### src/rtl/memory_hs_be.sv
// memory_hs_be: single-port synchronous RAM with a valid/ready request port,
// per-byte write enables, an RD_LAT-deep read pipe and optional clear sweep.
// Ports: clk, rst (synchronous, active-high)
//        req_valid/req_ready/req_wr/req_addr/req_wdata/req_be : request side
//        rsp_valid/rsp_rdata : read response, one pulse per accepted read
//        busy : clear sweep in progress
module memory_hs_be #(
    parameter int                AWIDTH       = 5,
    parameter int                DWIDTH       = 8,
    parameter int                RD_LAT       = 1,
    parameter bit                CLEAR_ON_RST = 1'b1,
    parameter logic [DWIDTH-1:0] INIT_VAL     = '0,
    localparam int               NBYTES       = DWIDTH / 8
) (
    input  logic              clk,
    input  logic              rst,
    input  logic              req_valid,
    output logic              req_ready,
    input  logic              req_wr,
    input  logic [AWIDTH-1:0] req_addr,
    input  logic [DWIDTH-1:0] req_wdata,
    input  logic [NBYTES-1:0] req_be,
    output logic              rsp_valid,
    output logic [DWIDTH-1:0] rsp_rdata,
    output logic              busy
);

    localparam int                DEPTH = 1 << AWIDTH;
    localparam logic [AWIDTH-1:0] LAST  = '1;

    typedef enum logic {
        S_CLEAR,
        S_RUN
    } state_t;

    state_t            state;
    state_t            state_nxt;
    logic [AWIDTH-1:0] cnt;
    logic              sweep_we;
    logic              wr_acc;
    logic              rd_acc;

    logic [DWIDTH-1:0] mem [DEPTH];

    logic [RD_LAT-1:0] vld;
    logic [DWIDTH-1:0] pd  [RD_LAT];

    always_ff @(posedge clk) begin
        if (rst) begin
            state <= CLEAR_ON_RST ? S_CLEAR : S_RUN;
        end else begin
            state <= state_nxt;
        end
    end

    always_ff @(posedge clk) begin
        if (rst) begin
            cnt <= '0;
        end else if (state == S_CLEAR) begin
            cnt <= cnt + 1'b1;
        end
    end

    // Outputs depend only on the state register, so req_ready has no
    // combinational path from req_valid.
    always_comb begin
        state_nxt = state;
        busy      = 1'b0;
        req_ready = 1'b0;
        sweep_we  = 1'b0;
        unique case (state)
            S_CLEAR: begin
                busy     = 1'b1;
                sweep_we = 1'b1;
                if (cnt == LAST) begin
                    state_nxt = S_RUN;
                end
            end
            S_RUN: begin
                req_ready = 1'b1;
            end
            default: begin
                state_nxt = S_RUN;
            end
        endcase
    end

    assign wr_acc = req_valid & req_ready & req_wr & ~rst;
    assign rd_acc = req_valid & req_ready & ~req_wr & ~rst;

    // Memory has no reset: with CLEAR_ON_RST=0 contents survive rst.
    always_ff @(posedge clk) begin
        if (!rst) begin
            if (sweep_we) begin
                mem[cnt] <= INIT_VAL;
            end else if (wr_acc) begin
                for (int i = 0; i < NBYTES; i++) begin
                    if (req_be[i]) begin
                        mem[req_addr][8*i +: 8] <= req_wdata[8*i +: 8];
                    end
                end
            end
        end
    end

    // Read data is snapshotted at accept; stages only load when a valid
    // entry moves in, so the last stage holds the last returned word.
    always_ff @(posedge clk) begin
        if (rst) begin
            vld <= '0;
            for (int i = 0; i < RD_LAT; i++) begin
                pd[i] <= '0;
            end
        end else begin
            vld[0] <= rd_acc;
            if (rd_acc) begin
                pd[0] <= mem[req_addr];
            end
            for (int i = 1; i < RD_LAT; i++) begin
                vld[i] <= vld[i-1];
                if (vld[i-1]) begin
                    pd[i] <= pd[i-1];
                end
            end
        end
    end

    assign rsp_valid = vld[RD_LAT-1];
    assign rsp_rdata = pd[RD_LAT-1];

endmodule

### config.mk
export PLATFORM = sky130hd
export DESIGN_NAME = memory_hs_be
export DESIGN_NICKNAME = d
export VERILOG_FILES = /design/src/rtl/memory_hs_be.sv
export SDC_FILE = /design/constraint.sdc
export NUM_CORES = 1
export LEC_CHECK = 0
export CORE_ASPECT_RATIO = 0.7
export CORE_MARGIN = 1.5
export CORE_UTILIZATION = 45
export CTS_BUF_LIST = sky130_fd_sc_hd__clkbuf_4
export CTS_CLUSTER_SIZE = 30
export DETAILED_ROUTE_END_ITERATION = 8
export SYNTH_ARGS = -nofsm -noshare
export SYNTH_HDL_FRONTEND = slang
export SYNTH_SLANG_ARGS = --single-unit
### constraint.sdc
create_clock -name clk -period 2.7 [get_ports clk]
set_input_delay 0.81 -clock clk [delete_from_list [all_inputs] [get_ports clk]]
set_output_delay 0.81 -clock clk [all_outputs]
set_load 0.02 [all_outputs]
==> qor.json, run 1 <==
{
  "r2r_end": "mem[10][2]$_DFFE_PP_",
  "clk_pin_slew_ns": 0.06,
  "period_share_pct": 96.63,
  "cap_violations": 0,
  "final_cells": 1067,
  "cts-htree-levels": 3,
  "synth_simple_gate_area_share_pct": 4.103,
  "synth.distinct_cells": 42,
  "grt_antenna_before_repair": 0,
  "crit_chain": "clkdlybuf4s50_1 > nand4_1 > buf_4 > nor4b_1 > a31oi_2 > nor2_1",
  "wl_per_cell_um": 23.26,
  "cts-root-to-sink-buffers": 3,
  "tritoncts_num_sinks": 271,
  "i_o_pin_total": 29,
  "average_size_of_a_mapped_cell_um2": 19.99,
  "dp.cells": 952,
  "drc": 0,
  "synth_compound_gate_area_share_pct": 3.308,
  "dr_total_vias": 5920,
  "crit_path_max_fo": 8,
  "die_width_um": 188.7,
  "timing.fmax_ghz": 0.3833,
  "worst_relative_slew_slack_pct": 29.06,
  "stdcell_area_um2": 13070,
  "yosys.area_share.adder_pct": 0.2305,
  "yosys_register_bits": 271,
  "worst_ep_required_ns": 2.97,
  "worst_r2r_startpoint": "state$_SDFF_PP0_",
  "p_per_area_nw_per_um2": 639.5,
  "core_area_um2": 23640,
  "maxSlewViolCount": 0,
  "hold_path.class": "reg2reg",
  "grt_first_pass_wirelength_mm": 37.28,
  "overflow_after_grt": 0,
  "die-area_um2": 25080,
  "cp_slowest_cell": "nor2_1",
  "post_route_cells_drive_above_1_share_pct": 33.11,
  "first_iter_violations": 501,
  "setup.worst_path.class": "in2reg",
  "synthMuxAreaShare_pct": 15.87,
  "rows": 47,
  "cts_tree": "built",
  "max_slew.worst_pin.slew_ns": 1.064,
  "final_cell_mix": "edfxtp_1 (264), clkbuf_4 (96), buf_4 (81), mux4_2 (45), mux2i_1 (33)",
  "fin_worst_hold_slack_ns": 0.6117,
  "timing.reg2reg.worst_path_depth": 5,
  "dp_hpwl_mm": 15.70,
  "mappedNetlistNets": 563,
  "port_buffers": 28,
  "crit_path_start_kind": "primary input",
  "timing.clock.skew_ns": 0.03547,
  "worstSetupEndpointType": "register",
  "result_of_the_run": "complete, no violations",
  "drt-pass1-iter-count": 5,
  "antenna_cells": 0,
  "reg2reg_setup_slack_ns": 0.34,
  "grtUsageTotal_pct": 20.61,
  "crit_path_start": "req_wr",
  "finalWorstPathRequiredPeriod_ns": 2.609,
  "grt_start_max_net_pins": 33,
  "clock_latency_ns": 0.66,
  "cts_setup_buffers": 0,
  "total_of_endpoints_with_negative_setup_slack_in_the_final_report": 0,
  "via_per_inst": 5.548,
  "arrival_ns": 2.88,
  "vdd.ir_drop.worst_v": 0.0003917,
  "syn-cell-area_um2": 10860,
  "grt_pass1_vias": 6128,
  "postSynthCellCount": 543,
  "most_common_library_cell_in_the_layout_ignoring_fill_and_taps": "edfxtp_1",
  "nets": 722,
  "p_leak_nw": 3.998,
  "synth-seq-area-share_pct": 74.31,
  "detailed_place.area_um2": 12200,
  "cts_root_buf": "clkbuf_4",
  "synth-warning-count": 0,
  "finalWirelength_mm": 24.81,
  "critical_path.endpoint": "mem[10][2]$_DFFE_PP_",
  "total_power_w": 0.008356,
  "fin_util_pct": 55.27,
  "floorplan.initialDensity_pct": 45.92,
  "slowest_delay_ns": 0.59,
  "synth-xor-area-share_pct": 0.2420,
  "area_overhead_vs_synth_pct": 20.35,
  "final_antenna_net_count": 0,
  "finalHoldViolations": 0,
  "height_of_the_die_um": 133.0,
  "globalplace.congestion": 0.9314,
  "tritoncts.num_buffers": 66,
  "synth_top_family_by_area": "multiplexers"
}
[final cells by class]
cell class / count / area [um2]
clock buffer: 96 / 720.7
inverter: 6 / 22.52
tap: 318 / 397.9
clock inverter: 19 / 130.1
fill: 1865 / 10570
timing repair buffer: 121 / 1134
multi-input combinational: 236 / 2594
sequential: 271 / 8068
[power breakdown]
part | internal [W] | switching, W | total [W]
sequential | 0.00458 | 0.0000142 | 0.00460
combinational | 0.000173 | 0.000194 | 0.000367
clock | 0.00183 | 0.00156 | 0.00339
[through the flow]
step,setup TNS (ns),setup WS (ns)
floorplan,-3.162,-0.06590
global placement,-93.27,-0.6056
detailed placement,-93.19,-0.6653
CTS,0,0.006304
global route,-2.021,-0.1410
finish,0,0.09109
[how the worst min path moves through the flow]
stage | to | from | slack, ns | cells past startpoint
global route | cnt[0]$_SDFFE_PP0N_ | cnt[0]$_SDFFE_PP0N_ | 0.65 | 2
floorplan | cnt[1]$_SDFFE_PP0N_ | cnt[1]$_SDFFE_PP0N_ | 0.54 | 2
finish | cnt[1]$_SDFFE_PP0N_ | cnt[1]$_SDFFE_PP0N_ | 0.61 | 2
CTS | cnt[0]$_SDFFE_PP0N_ | cnt[0]$_SDFFE_PP0N_ | 0.62 | 2
detailed placement | cnt[4]$_SDFFE_PP0N_ | cnt[4]$_SDFFE_PP0N_ | 0.61 | 2
global placement | cnt[1]$_SDFFE_PP0N_ | cnt[1]$_SDFFE_PP0N_ | 0.57 | 2
[timing repair]
item                                   CTS  global route
setup endpoints to repair                0            48
hold buffers                             0             0
gates resized for setup                  0             3
endpoints found under the hold margin    0             0
[registers in the layout, summed over array words and instances (netlist names)]
name	count
cnt	5
mem	256
pd	8
rsp_valid	1
state	1
[kinds of logic after synthesis]
group,count (synthesis)
muxes,93
AOI/OAI and AO/OA,51
DFF,271
and+or+nand+nor,87
buffers and inverters,36
adders and majority gates,2
xor gates and xnor gates,3
[critical path, delay by kind of cell]
family,cells,cell delay (ns)
AO/OA/AOI/OAI,1,0.15
buffers and inverters,2,0.73
AND/OR/NAND/NOR,3,1.18
[layer usage]
metal	wire (um)	vias to the layer above	track usage [%]	share of wire, %
met4	373	0	6.614	1.5
li1	-	2631	-	-
met5	0	-	0	0
met1	11780	3032	31.82	47
met3	1886	35	4.881	7.6
met2	10780	222	28.90	43
[cells in the mapped netlist]
cell | n | area share, %
inv_1 | 5 | 0.17
and3_1 | 9 | 0.52
nor3b_1 | 1 | 0.069
nor2_1 | 31 | 1.1
a41oi_1 | 1 | 0.081
nor3_1 | 14 | 0.65
o21ai_0 | 7 | 0.32
a221o_1 | 7 | 0.65
nor4_1 | 4 | 0.23
nor4b_1 | 4 | 0.32
nand3_1 | 2 | 0.092
clkinv_1 | 1 | 0.035
dfxtp_1 | 7 | 1.3
or3_1 | 2 | 0.12
buf_6 | 6 | 0.62
mux4_1 | 14 | 3.4
o211a_1 | 1 | 0.092
nor2b_1 | 4 | 0.23
edfxtp_1 | 264 | 73
and4b_1 | 1 | 0.092
a31oi_1 | 8 | 0.46
xor2_1 | 2 | 0.16
clkbuf_1 | 13 | 0.45
a221oi_1 | 12 | 0.97
buf_2 | 6 | 0.28
buf_4 | 3 | 0.21
nor2_2 | 1 | 0.058
nand3b_1 | 1 | 0.069
xnor2_1 | 1 | 0.081
mux2i_1 | 33 | 3.0
mux4_2 | 45 | 9.3
nand4_1 | 2 | 0.12
a21o_1 | 1 | 0.069
buf_1 | 1 | 0.035
mux2_2 | 1 | 0.10
ha_1 | 2 | 0.23
a21oi_1 | 13 | 0.60
nand2_1 | 7 | 0.24
nand2b_1 | 3 | 0.17
buf_8 | 1 | 0.14
o21bai_1 | 1 | 0.069
and2_1 | 1 | 0.058
Power figures use the tool's default switching activity.
==> run 2, diff against run 1 <==
- CORE_UTILIZATION: 45 -> 58
- PLACE_DENSITY: not set -> 0.79
==> run 2 against run 1 <==
Effect of this change:
- the run now ends with DRC, setup timing left
- non-clock buffer count fell by 7
- combinational power fell by 2%
- cell count fell by 9.7%
- register-to-register slack got worse by 0.15 ns
- core utilization rose by 15 points
- sequential power barely moved
- critical endpoint is now mem[31][2]$_DFFE_PP_
- sequential share of layout area rose by 1.5 points
- largest cell class unchanged
- critical path depth did not move
- via count rose by 0.93%
- power fell by 5.2%
==> qor.json, run 2 (synthesis gave the netlist of run 1 again) <==
{
  "cts_setup_buffers": {"value": 0, "change": "unchanged"},
  "floorplan.initialDensity": {"value": 59.78, "unit": "%", "change": "+14 points"},
  "largest_register": "mem",
  "rows": {"value": 41, "change": "-13%"},
  "setup.worst_path.class": "in2reg",
  "tritoncts.num_buffers": {"value": 58, "change": "-12%"},
  "p_leak": {"value": 3.885, "unit": "nW", "change": "-2.8%"},
  "clock_latency": {"value": 0.69, "unit": "ns", "change": "+0.03 ns"},
  "nets": {"value": 707, "change": "-2.1%"},
  "crit_path_max_fo": {"value": 8, "change": "unchanged"},
  "dp_worst_setup_slack": {"value": -0.6189, "unit": "ns", "change": "+0.04640 ns"},
  "cts-htree-levels": {"value": 2, "change": "-1"},
  "via_per_inst": {"value": 6.198, "change": "+12%"},
  "grt_start_max_net_pins": {"value": 33, "change": "unchanged"},
  "rsz_0062_raised_after_global_routing": "yes",
  "grtUsageTotal": {"value": 25.06, "unit": "%", "change": "+4.5 points"},
  "first_iter_violations": {"value": 686, "change": "+37%"},
  "hold_path.class": "reg2reg",
  "period_share": {"value": 102.8, "unit": "%", "change": "+6.2 points"},
  "wl_per_cell": {"value": 24.19, "unit": "um", "change": "+4.0%"},
  "crit_path_start_kind": "primary input",
  "vdd.ir_drop.worst": {"value": 0.0004236, "unit": "V", "change": "+8.1%"},
  "height_of_the_die": {"value": 117.5, "unit": "um", "change": "-12%"},
  "worstSetupEndpointType": "register",
  "area_overhead_vs_synth_pct": 17.57,
  "p_per_area": {"value": 620.3, "unit": "nW/um2", "change": "-3.0%"},
  "worst_ep_required": {"value": 3.04, "unit": "ns", "change": "+0.07 ns"},
  "timing.reg2reg.worst_path_depth": {"value": 5, "change": "unchanged"},
  "final_antenna_net_count": {"value": 0, "change": "unchanged"},
  "critical_path.endpoint": "mem[31][2]$_DFFE_PP_",
  "clk_pin_slew": {"value": 0.07, "unit": "ns", "change": "about the same"},
  "dp_hpwl": {"value": 14.95, "unit": "mm", "change": "-4.8%"},
  "die_width": {"value": 166.5, "unit": "um", "change": "-12%"},
  "maxSlewViolCount": {"value": 0, "change": "unchanged"},
  "worst_relative_slew_slack": {"value": 34.52, "unit": "%", "change": "+5.5 points"},
  "cap_violations": {"value": 0, "change": "unchanged"},
  "final_cell_mix": "edfxtp_1 (264), clkbuf_4 (90), buf_4 (74), mux4_2 (45), mux2i_1 (33)",
  "max_slew.worst_pin.slew": {"value": 0.9822, "unit": "ns", "change": "-0.08190 ns"},
  "finalWorstPathRequiredPeriod": {"value": 2.775, "unit": "ns", "change": "+0.1663 ns"},
  "cts-root-to-sink-buffers": {"value": 3, "change": "unchanged"},
  "timing.fmax": {"value": 0.3603, "unit": "GHz", "change": "-6.0%"},
  "grt_pass1_vias": {"value": 6109, "change": "-0.31%"},
  "timing.clock.skew": {"value": 0.03780, "unit": "ns", "change": "+0.002328 ns"},
  "post_route_cells_drive_above_1_share": {"value": 31.18, "unit": "%", "change": "-1.9 points"},
  "cts_root_buf": "clkbuf_4",
  "grt_first_pass_wirelength": {"value": 35.88, "unit": "mm", "change": "-3.8%"},
  "grt_antenna_before_repair": {"value": 0, "change": "unchanged"},
  "globalplace.congestion": {"value": 0.9706, "change": "+4.2%"},
  "violated_checks": "DRC, setup timing",
  "drt-pass1-iter-count": {"value": 9, "change": "+4"},
  "antenna_cells": {"value": 0, "change": "unchanged"},
  "port_buffers": {"value": 28, "change": "unchanged"},
  "total_of_endpoints_with_negative_setup_slack_in_the_final_report": {"value": 28, "change": "+28"},
  "dr_total_vias": {"value": 5975, "change": "+0.93%"},
  "arrival": {"value": 3.12, "unit": "ns", "change": "+0.24 ns"},
  "core_area": {"value": 18160, "unit": "um2", "change": "-23%"},
  "finalWirelength": {"value": 23.32, "unit": "mm", "change": "-6.0%"},
  "overflow_after_grt": {"value": 0, "change": "unchanged"},
  "fin_util": {"value": 70.29, "unit": "%", "change": "+15 points"},
  "finalHoldViolations": {"value": 0, "change": "unchanged"},
  "largest_register_ffs": {"value": 256, "change": "unchanged"},
  "result_of_the_run": "finished with violations",
  "drc": {"value": 4, "change": "+4"},
  "reg2reg_setup_slack": {"value": 0.19, "unit": "ns", "change": "-0.15 ns"},
  "die-area": {"value": 19560, "unit": "um2", "change": "-22%"},
  "reg.largest.list": "mem x256, pd x8, cnt x5",
  "cts_tree": "built",
  "r2r_end": "mem[31][2]$_DFFE_PP_",
  "most_common_library_cell_in_the_layout_ignoring_fill_and_taps": "edfxtp_1",
  "i_o_pin_total": {"value": 29, "change": "unchanged"},
  "tritoncts_num_sinks": {"value": 271, "change": "unchanged"},
  "crit_path_start": "req_wr",
  "worst_r2r_startpoint": "state$_SDFF_PP0_",
  "layout_setup_ws": {"value": -0.07520, "unit": "ns", "change": "-0.1663 ns"}
}
-- run 2: per-layer routing --
layer | share of wire [%] | track usage, %
met4 | 1.9 | 7.443
met2 | 44 | 36.00
met5 | 0 | 0
met3 | 9.7 | 5.346
met1 | 44 | 39.24
-- run 2: what timing repair did --
item                                    in CTS  in global routing
resized for setup                            1                  0
endpoints found under the hold margin        0                  0
endpoints found under the setup margin       1                 19
hold buffers                                 0                  0
-- run 2: layout make-up --
| type | instances | area [um2] |
|---|---|---|
| inverter | 6 | 22.52 |
| clock inverter | 11 | 45.04 |
| tap | 236 | 295.3 |
| clock buffer | 90 | 675.6 |
| fill | 1157 | 5395 |
| timing repair buffer | 114 | 1080 |
| sequential | 271 | 8068 |
| multi-input combinational | 236 | 2579 |
-- run 2: per-stage QoR --
stage / std cells / setup TNS (ns) / area (um2) / hold slack (ns) / power [W]
floorplan: 543 / -3.162 / 10860 / 0.5401 / 0.004891
global placement: 863 / -77.64 / 12050 / 0.5743 / 0.005032
detailed placement: 863 / -97.87 / 12050 / 0.6418 / 0.005045
CTS: 964 / 0 / 12760 / 0.6512 / 0.007981
global route: 964 / -0.1854 / 12760 / 0.7017 / 0.008220
finish: 964 / -1.290 / 12760 / 0.6609 / 0.007918
-- run 2: how the worst min path moves through the flow --
stage                     depth (start not counted)             endpoint                 from
after floorplan                                   2  cnt[1]$_SDFFE_PP0N_  cnt[1]$_SDFFE_PP0N_
after global placement                            2  cnt[1]$_SDFFE_PP0N_  cnt[1]$_SDFFE_PP0N_
after detailed placement                          2  cnt[1]$_SDFFE_PP0N_  cnt[1]$_SDFFE_PP0N_
after CTS                                         2  cnt[3]$_SDFFE_PP0N_  cnt[3]$_SDFFE_PP0N_
after global routing                              2  cnt[0]$_SDFFE_PP0N_  cnt[0]$_SDFFE_PP0N_
final                                             2  cnt[0]$_SDFFE_PP0N_  cnt[0]$_SDFFE_PP0N_
-- run 2: where the power goes --
group	leakage [nW]	switching [W]	internal, W
combinational	1.42	0.000187	0.000173
clock	0.433	0.00146	0.00150
sequential	2.04	0.0000159	0.00458
total	3.88	0.00166	0.00626
-- run 2: critical path, stage by stage --
cell	delay (ns)
clkdlybuf4s50_1	0.50
nand4_1	0.32
buf_4	0.28
or3_1	0.36
a31oi_1	0.52
nor2_1	0.32
